## src/rtl/jump_charge.sv

```systemverilog
// Jump charge meter: hold the button to build distance, release to fire one jump_dist pulse.
// Latency: jump_dist is registered on the release edge; no backpressure, end_of_jump or a timeout ends each jump.
module jump_charge #(
  parameter int TICKS_PER_UNIT = 4,
  parameter int MAX_DIST       = 31,
  parameter int MIN_DIST       = 1,
  parameter int LAND_TIMEOUT   = 64
) (
  input  logic       clk,
  input  logic       clr,
  input  logic       jump_btn,
  input  logic       end_of_jump,
  output logic [7:0] jump_dist,
  output logic [7:0] charge,
  output logic       charging,
  output logic       ready
);

  localparam int PW = (TICKS_PER_UNIT > 1) ? $clog2(TICKS_PER_UNIT) : 1;
  localparam int TW = (LAND_TIMEOUT > 1) ? $clog2(LAND_TIMEOUT) : 1;
  localparam logic [PW-1:0] PRE_LAST = PW'(TICKS_PER_UNIT - 1);
  localparam logic [TW-1:0] TO_LAST  = TW'(LAND_TIMEOUT - 1);
  localparam logic [7:0]    MAX_C    = 8'(MAX_DIST);
  localparam logic [7:0]    MIN_C    = 8'(MIN_DIST);

  typedef enum logic [1:0] {IDLE, CHARGE, FIRE, WAIT_LAND} state_t;

  state_t        state, state_n;
  logic [PW-1:0] presc, presc_n;
  logic [TW-1:0] tcnt, tcnt_n;
  logic [7:0]    charge_n, dist_n;
  logic          prev_btn;
  logic          press;

  // Edge-only start: a button still held from an earlier jump never re-arms a charge.
  assign press    = jump_btn & ~prev_btn;
  assign charging = (state == CHARGE);
  assign ready    = (state == IDLE);

  always_ff @(posedge clk or negedge clr) begin
    if (!clr) begin
      state     <= IDLE;
      presc     <= '0;
      tcnt      <= '0;
      charge    <= '0;
      jump_dist <= '0;
      prev_btn  <= 1'b0;
    end else begin
      state     <= state_n;
      presc     <= presc_n;
      tcnt      <= tcnt_n;
      charge    <= charge_n;
      jump_dist <= dist_n;
      prev_btn  <= jump_btn;
    end
  end

  always_comb begin
    state_n  = state;
    presc_n  = presc;
    tcnt_n   = tcnt;
    charge_n = charge;
    dist_n   = jump_dist;
    case (state)
      IDLE: begin
        if (press) begin
          state_n  = CHARGE;
          presc_n  = '0;
          charge_n = '0;
        end
      end
      CHARGE: begin
        if (jump_btn) begin
          // Prescaler free-runs even once charge has saturated.
          if (presc == PRE_LAST) begin
            presc_n = '0;
            if (charge < MAX_C) charge_n = charge + 8'd1;
          end else begin
            presc_n = presc + 1'b1;
          end
        end else if (charge >= MIN_C) begin
          state_n = FIRE;
          dist_n  = charge;
        end else begin
          state_n  = IDLE;
          charge_n = '0;
        end
      end
      FIRE: begin
        state_n  = WAIT_LAND;
        dist_n   = '0;
        charge_n = '0;
        tcnt_n   = '0;
      end
      WAIT_LAND: begin
        if (end_of_jump || (tcnt == TO_LAST)) state_n = IDLE;
        else tcnt_n = tcnt + 1'b1;
      end
      default: state_n = IDLE;
    endcase
  end

endmodule

```

## config.mk

```make
export PLATFORM = sky130hd
export DESIGN_NAME = jump_charge
export DESIGN_NICKNAME = d
export VERILOG_FILES = /design/src/rtl/jump_charge.sv
export SDC_FILE = /design/constraint.sdc
export NUM_CORES = 1
export LEC_CHECK = 0
export ABC_AREA = 0
export CAP_MARGIN = 25
export CORE_UTILIZATION = 56
export DETAILED_ROUTE_END_ITERATION = 8
export PLACE_DENSITY_LB_ADDON = 0.15
export SYNTH_ARGS = -nofsm -noshare
export SYNTH_HDL_FRONTEND = slang
export SYNTH_SLANG_ARGS = --single-unit
```

## constraint.sdc

```tcl
create_clock -name clk -period 3.6 [get_ports clk]
set_clock_uncertainty 0.15 [all_clocks]
set_input_delay 0.36 -clock clk [delete_from_list [all_inputs] [get_ports clk]]
set_output_delay 0.36 -clock clk [all_outputs]
set_load 0.01 [all_outputs]
```

==> results of run 1 <==
-- cells in the final DEF, fill, tap and decap left out, types with 2 or more instances in the layout --
master           synthesis  layout
or3_1                    2       2
nor3_1                   3       3
nor2_1                   3       3
nand2b_1                 2       2
nand3b_1                 4       4
and3_1                   3       3
mux2i_1                  3       3
o21ai_0                 13      13
a21oi_1                  2       2
dfrtp_1                 27      27
inv_1                    6       6
clkbuf_4                 0       3
ha_1                     5       5
nand2_1                 25      25
clkdlybuf4s50_1          0      21
o21a_1                   2       2
o31ai_1                  2       2
nor2b_1                  3       3
nand3_1                  9       9
-- worst max path at each step --
stage	from	endpoint	slack [ns]	cells after the start
6_report	jump_btn	jump_dist[7]$_DFFE_PN0P_	1.22	4
5_1_grt	jump_btn	jump_dist[7]$_DFFE_PN0P_	0.93	4
4_1_cts	jump_btn	jump_dist[7]$_DFFE_PN0P_	1.24	4
3_5_place_dp	jump_btn	jump_dist[3]$_DFFE_PN0P_	0.87	4
3_3_place_gp	jump_btn	jump_dist[5]$_DFFE_PN0P_	1.05	4
2_1_floorplan	charge[1]$_DFFE_PN0P_	charge[0]$_DFFE_PN0P_	1.53	6
-- synth_stat cells, drive strengths merged (2+ instances only) --
cell,number,area (um^2)
o41ai,2,25.03
nor4,2,18.77
o31ai,2,15.01
ha,5,62.56
mux2i,3,30.03
nor3,3,15.01
nand3b,4,30.03
and3,3,18.77
o21a,2,15.01
nor2,3,11.26
inv,6,22.52
o21ai,13,65.06
or3,2,12.51
nor2b,3,18.77
nor4b,2,32.53
nand2b,2,12.51
dfrtp,27,675.7
buf,4,20.02
a21oi,2,10.01
nand2,25,93.84
nand3,9,45.04
-- stage by stage --
step                      instance area [um^2]  setup slack (ns)  hold slack (ns)  cells  total power [uW]
after floorplan                           1363             1.530         -0.08559    138             631.1
after global placement                    1592             1.049           0.3294    183             727.7
after detailed placement                  1592            0.8692           0.3510    183             742.0
after CTS                                 1618             1.243           0.2361    187             871.8
after global routing                      1618            0.9319           0.2774    187             926.4
final                                     1618             1.224           0.2365    187             864.2
-- state kept, by name (all words and copies together), names as in the netlist, named ones only --
signal / count
prev_btn: 1
jump_dist: 8
presc: 2
charge: 8
tcnt: 6
state: 1
-- layer usage --
| metal | up-vias | routed length [um] | track usage (%) | share of wire (%) |
|---|---|---|---|---|
| met5 | - | 0 | 0 | 0 |
| met4 | 0 | 42 | 12.61 | 1.6 |
| met3 | 6 | 115 | 3.274 | 4.3 |
| met2 | 35 | 1281 | 37.28 | 48 |
| met1 | 519 | 1228 | 30.98 | 46 |
| li1 | 532 | - | - | - |
-- power by group --
part           total [uW]  internal [uW]  switching (uW)
Clock                 128           43.4            84.9
Sequential            404            348            55.9
Combinational         332            155             177
Total                 864            546             318
-- critical path: cells and delay by family --
family / cells / cell delay [ns]
buffers and inverters: 1 / 0.52
AO/OA/AOI/OAI: 2 / 0.96
AND/OR/NAND/NOR: 1 / 0.56
-- area by class of cell --
type | count | area (um^2) | area share [%]
Inverter | 6 | 22.52 | 1.392
Tap cell | 28 | 35.03 | 2.166
Sequential cell | 27 | 675.6 | 41.76
Multi-Input combinational cell | 100 | 640.6 | 39.60
Clock buffer | 4 | 26.28 | 1.624
Timing Repair Buffer | 22 | 217.7 | 13.46
-- cell families after synthesis --
group                      after synthesis
and+or+nand+nor                         62
DFF                                     27
AOI/OAI and AO/OA                       28
xor gates and xnor gates                 1
adders and majority gates                5
buffers and inverters                   11
muxes                                    4
==> metrics.yaml, run 1 <==
cells_and_area:
  fillers: 187
  drive_gt1_share_pct: 5.031
  fin_nets: 169
  area_delta_synth_final_pct: 18.73
  fin_util_pct: 71.75
  diodes: 0
cts:
  holdBufCountCts: 0
  post_cts_resize_count: 0
  cts_sinks: 27
  clk_pin_slew_ns: 0.13
  cts_tree: "done"
  cts_setup_buffers: 0
  cts_buffer_depth: 2
  clk_latency_ns: 0.32
  cts-buffers-inserted: 3
  cts_max_level: 1
  cts_root_buf: "clkbuf_4"
route:
  firstDrtPassIters: 4
  vias: 1092
  drtAntennaViolNets: 0
  viasPerCell: 5.840
  initialDrtViolationCount: 24
  wirelength_um: 2668
  routedWlPerCell_um: 14.27
  drc: 0
sta:
  slew_viol_final: 0
  fin_crit_sh_pct: 66.00
  fin_crit_ns: 2.376
  finalSetupViolCount: 0
  setup_tns_ns: 0
  hold_viol: 0
  rsz0062_at_grt: "false"
  clock.fmax_mhz: 420.9
  worst_pin_slew_ns: 0.8022
  relSlewSlack_pct: 46.40
die:
  fp.dieW_um: 51.33
  ios: 22
  start_util_pct: 60.43
  num_rows: 17
  coreArea_um2: 2255
  die_area_um2: 2634
  die_h_um: 51.33
yosys:
  syn_area_um2: 1363
  synth.area.mux_share_pct: 3.030
  synth_xor_area_share_pct: 0.6428
  synthSimpleGateAreaFrac_pct: 24.98
  synth_seq_area_share_pct: 49.59
  synth_top_family_by_area: "simple AND/OR/NAND/NOR gates"
  synth_edf_count: 0
  synth_warnings: 0
  synth-compound-area-share_pct: 13.77
  synthArstFlopShare_pct: 100.0
  synthFlopType: "dfrtp_1"
  synthCells: 138
  avgSynthCellArea_um2: 9.874
  synthAdderAreaFrac_pct: 4.591
  syn_nets: 147
  synth_seq_cells: 27
  synth_cell_types: 38
grt:
  antenna_found_initial: 0
  grt_pass1_wl_um: 4478
  grt_max_degree: 28
  overflow: 0
  grt_pass1_vias: 977
  grt_usage_pct: 23.50
place:
  gp_congestion: 0.8338
  place_hpwl_um: 1966
  io_buffers: 21
critical_path:
  cp_cell_sequence: "clkdlybuf4s50_1 > nor3b_1 > a21boi_1 > o21ai_0"
  worstSetupPathType: "in -> reg"
  cp.required_ns: 3.63
  end_kind: "flip-flop"
  slowest_delay_ns: 0.74
  worst_path_max_delay_cell: "a21boi_1"
  startpoint_type: "primary input"
  reg2reg_depth: 3
  rrSetupSlack_ns: 1.28
  crit_fanout: 13
  arrival_ns: 2.41
  rr_endpoint: "jump_dist[7]$_DFFE_PN0P_"
min_path:
  hp-class: "in -> async"
power_and_ir_drop:
  max-vdd-ir-drop_uv: 329.6
  power-per-cell-area_nw_per_um2: 534.2
  power.leakage_uw: 0.0007076
run:
  maxCapViolCount: 0
status:
  status: "completed"
(Power assumes the default switching activity.)
==> run 2: changes to the inputs <==
--- a/config.mk
+++ b/config.mk
@@ -7,7 +7,7 @@
 export LEC_CHECK = 0
 export ABC_AREA = 0
 export CAP_MARGIN = 25
-export CORE_UTILIZATION = 56
+export CORE_UTILIZATION = 52
 export DETAILED_ROUTE_END_ITERATION = 8
 export PLACE_DENSITY_LB_ADDON = 0.15
 export SYNTH_ARGS = -nofsm -noshare
==> constraint.sdc (replaced) <==
create_clock -name clk -period 2.5 [get_ports clk]
set_clock_uncertainty 0.15 [all_clocks]
set_input_delay 0.25 -clock clk [delete_from_list [all_inputs] [get_ports clk]]
set_output_delay 0.25 -clock clk [all_outputs]
set_load 0.01 [all_outputs]
==> run 2 against run 1 <==
Combinational power increased by 55%. Via count increased by 3.6%. Routed wire length increased by 10%. Setup slack got worse by 0.97 ns. Register-to-register slack got worse by 1.0 ns. Sequential power increased by 45%. Critical path type is now reg -> reg.
==> metrics.yaml, run 2 (synthesized netlist as in run 1, its figures left out) <==
status:
  status: "completed"
cts:
  cts_setup_buffers: 0
  holdBufCountCts: 0
  cts-buffers-inserted: 3
  cts_max_level: 1
  cts_buffer_depth: 2
  cts_sinks: 27
  clk_latency_ns: 0.32
  post_cts_resize_count: 0
  clk_pin_slew_ns: 0.14
  cts_tree: "done"
  cts_root_buf: "clkbuf_4"
die:
  ios: 22
  num_rows: 18
  fp.dieW_um: 53.19
  start_util_pct: 55.00
  coreArea_um2: 2477
  die_h_um: 53.19
  die_area_um2: 2829
power_and_ir_drop:
  power-per-cell-area_nw_per_um2: 782.7
  power.leakage_uw: 0.0007225
  max-vdd-ir-drop_uv: 516.5
sta:
  relSlewSlack_pct: 60.73
  finalSetupViolCount: 0
  clock.fmax_mhz: 444.3
  hold_viol: 0
  rsz0062_at_grt: "false"
  worst_slack_ns: 0.2494
  fin_crit_sh_pct: 90.02
  slew_viol_final: 0
  fin_crit_ns: 2.251
  setup_tns_ns: 0
  worst_pin_slew_ns: 0.5890
place:
  gp_congestion: 0.8611
  place_hpwl_um: 2064
  dp_slack_ns: 0.2714
  io_buffers: 21
  dp_cells: 188
grt:
  overflow: 0
  grt_usage_pct: 24.62
  grt_max_degree: 28
  grt_pass1_wl_um: 4857
  antenna_found_initial: 0
  grt_pass1_vias: 1040
cells_and_area:
  fin_cells: 192
  final_common_cell: "dfrtp_1"
  layout_common_cells: "27 x dfrtp_1, 25 x nand2_1, 21 x clkdlybuf4s50_1"
  area_delta_synth_final_pct: 20.57
  fin_nets: 172
  reg.largest.list: "charge: 8 flops, jump_dist: 8 flops, tcnt: 6 flops"
  fin_util_pct: 66.31
  diodes: 0
  drive_gt1_share_pct: 6.790
route:
  vias: 1131
  drtAntennaViolNets: 0
  routedWlPerCell_um: 15.31
  wirelength_um: 2940
  viasPerCell: 5.891
  drc: 0
  firstDrtPassIters: 4
  initialDrtViolationCount: 47
critical_path:
  crit_fanout: 5
  end_kind: "flip-flop"
  path_buf_inv: 1
  path_delay_family: "simple AND/OR/NAND/NOR gates"
  cp_cell_sequence: "inv_1 > ha_1 > nor4b_4 > a311oi_1 > nor3_1 > mux2_2"
  worst_path_max_delay_cell: "dfrtp_1"
  reg2reg_depth: 6
  slowest_delay_ns: 0.44
  cp.required_ns: 2.58
  startpoint_type: "flip-flop"
  cp_num_cells: 6
  worstSetupPathType: "reg -> reg"
  arrival_ns: 2.33
min_path:
  hp-class: "in -> async"
run:
  maxCapViolCount: 0
## run 2: per-layer routing
layer / global-route usage, % / up-vias / part of all wire, %
met4: 12.72 / 0 / 1.6
met1: 35.78 / 550 / 47
met3: 2.586 / 5 / 6.1
met5: 0 / - / 0
met2: 35.86 / 40 / 45
li1: - / 536 / -
## run 2: path summary, 6_finish.rpt
kind,startpoint,end,slack [ns]
setup / recovery,charge[1]$_DFFE_PN0P_,charge[0]$_DFFE_PN0P_,0.25
hold / removal,clr,jump_dist[5]$_DFFE_PN0P_,0.13
setup reg to reg,charge[1]$_DFFE_PN0P_,charge[0]$_DFFE_PN0P_,0.25
hold reg to reg,presc[0]$_DFFE_PN0P_,presc[0]$_DFFE_PN0P_,0.37
max in group asynchronous,clr,tcnt[0]$_DFFE_PN0P_,1.82
min in group clk,presc[0]$_DFFE_PN0P_,presc[0]$_DFFE_PN0P_,0.37
## run 2: worst reg2reg max path: cells and delay by family, from the launching register on
family,cells,cell delay (ns)
AND/OR/NAND/NOR,2,0.65
AO/OA/AOI/OAI,1,0.21
adder cells (fa/ha/maj),1,0.22
multiplexers,1,0.38
flip-flops,1,0.44
buffers and inverters,1,0.10
## run 2: per-stage QoR
stage / total power (uW) / hold WS [ns] / instance area [um^2]
floorplan: 908.8 / -0.1956 / 1363
detailed placement: 1105 / 0.3345 / 1617
finish: 1286 / 0.1263 / 1643
global placement: 1076 / 0.3285 / 1617
CTS: 1292 / 0.1411 / 1643
global route: 1382 / 0.1414 / 1643
## run 2: cell type report
class                   instances  area (um^2)
clock buffers                   4        26.28
well taps                      30        37.54
repair buffers                 25        240.2
fillers                       221        834.6
inverters                       6        22.52
flip-flops and latches         27        675.6
multi-input cells             100        640.6
## run 2: power by group
part / total [uW] / leakage [uW] / switching, uW / internal [uW]
Clock: 187 / 0.0000150 / 125 / 62.6
Combinational: 514 / 0.000341 / 273 / 241
Sequential: 584 / 0.000367 / 82.8 / 501
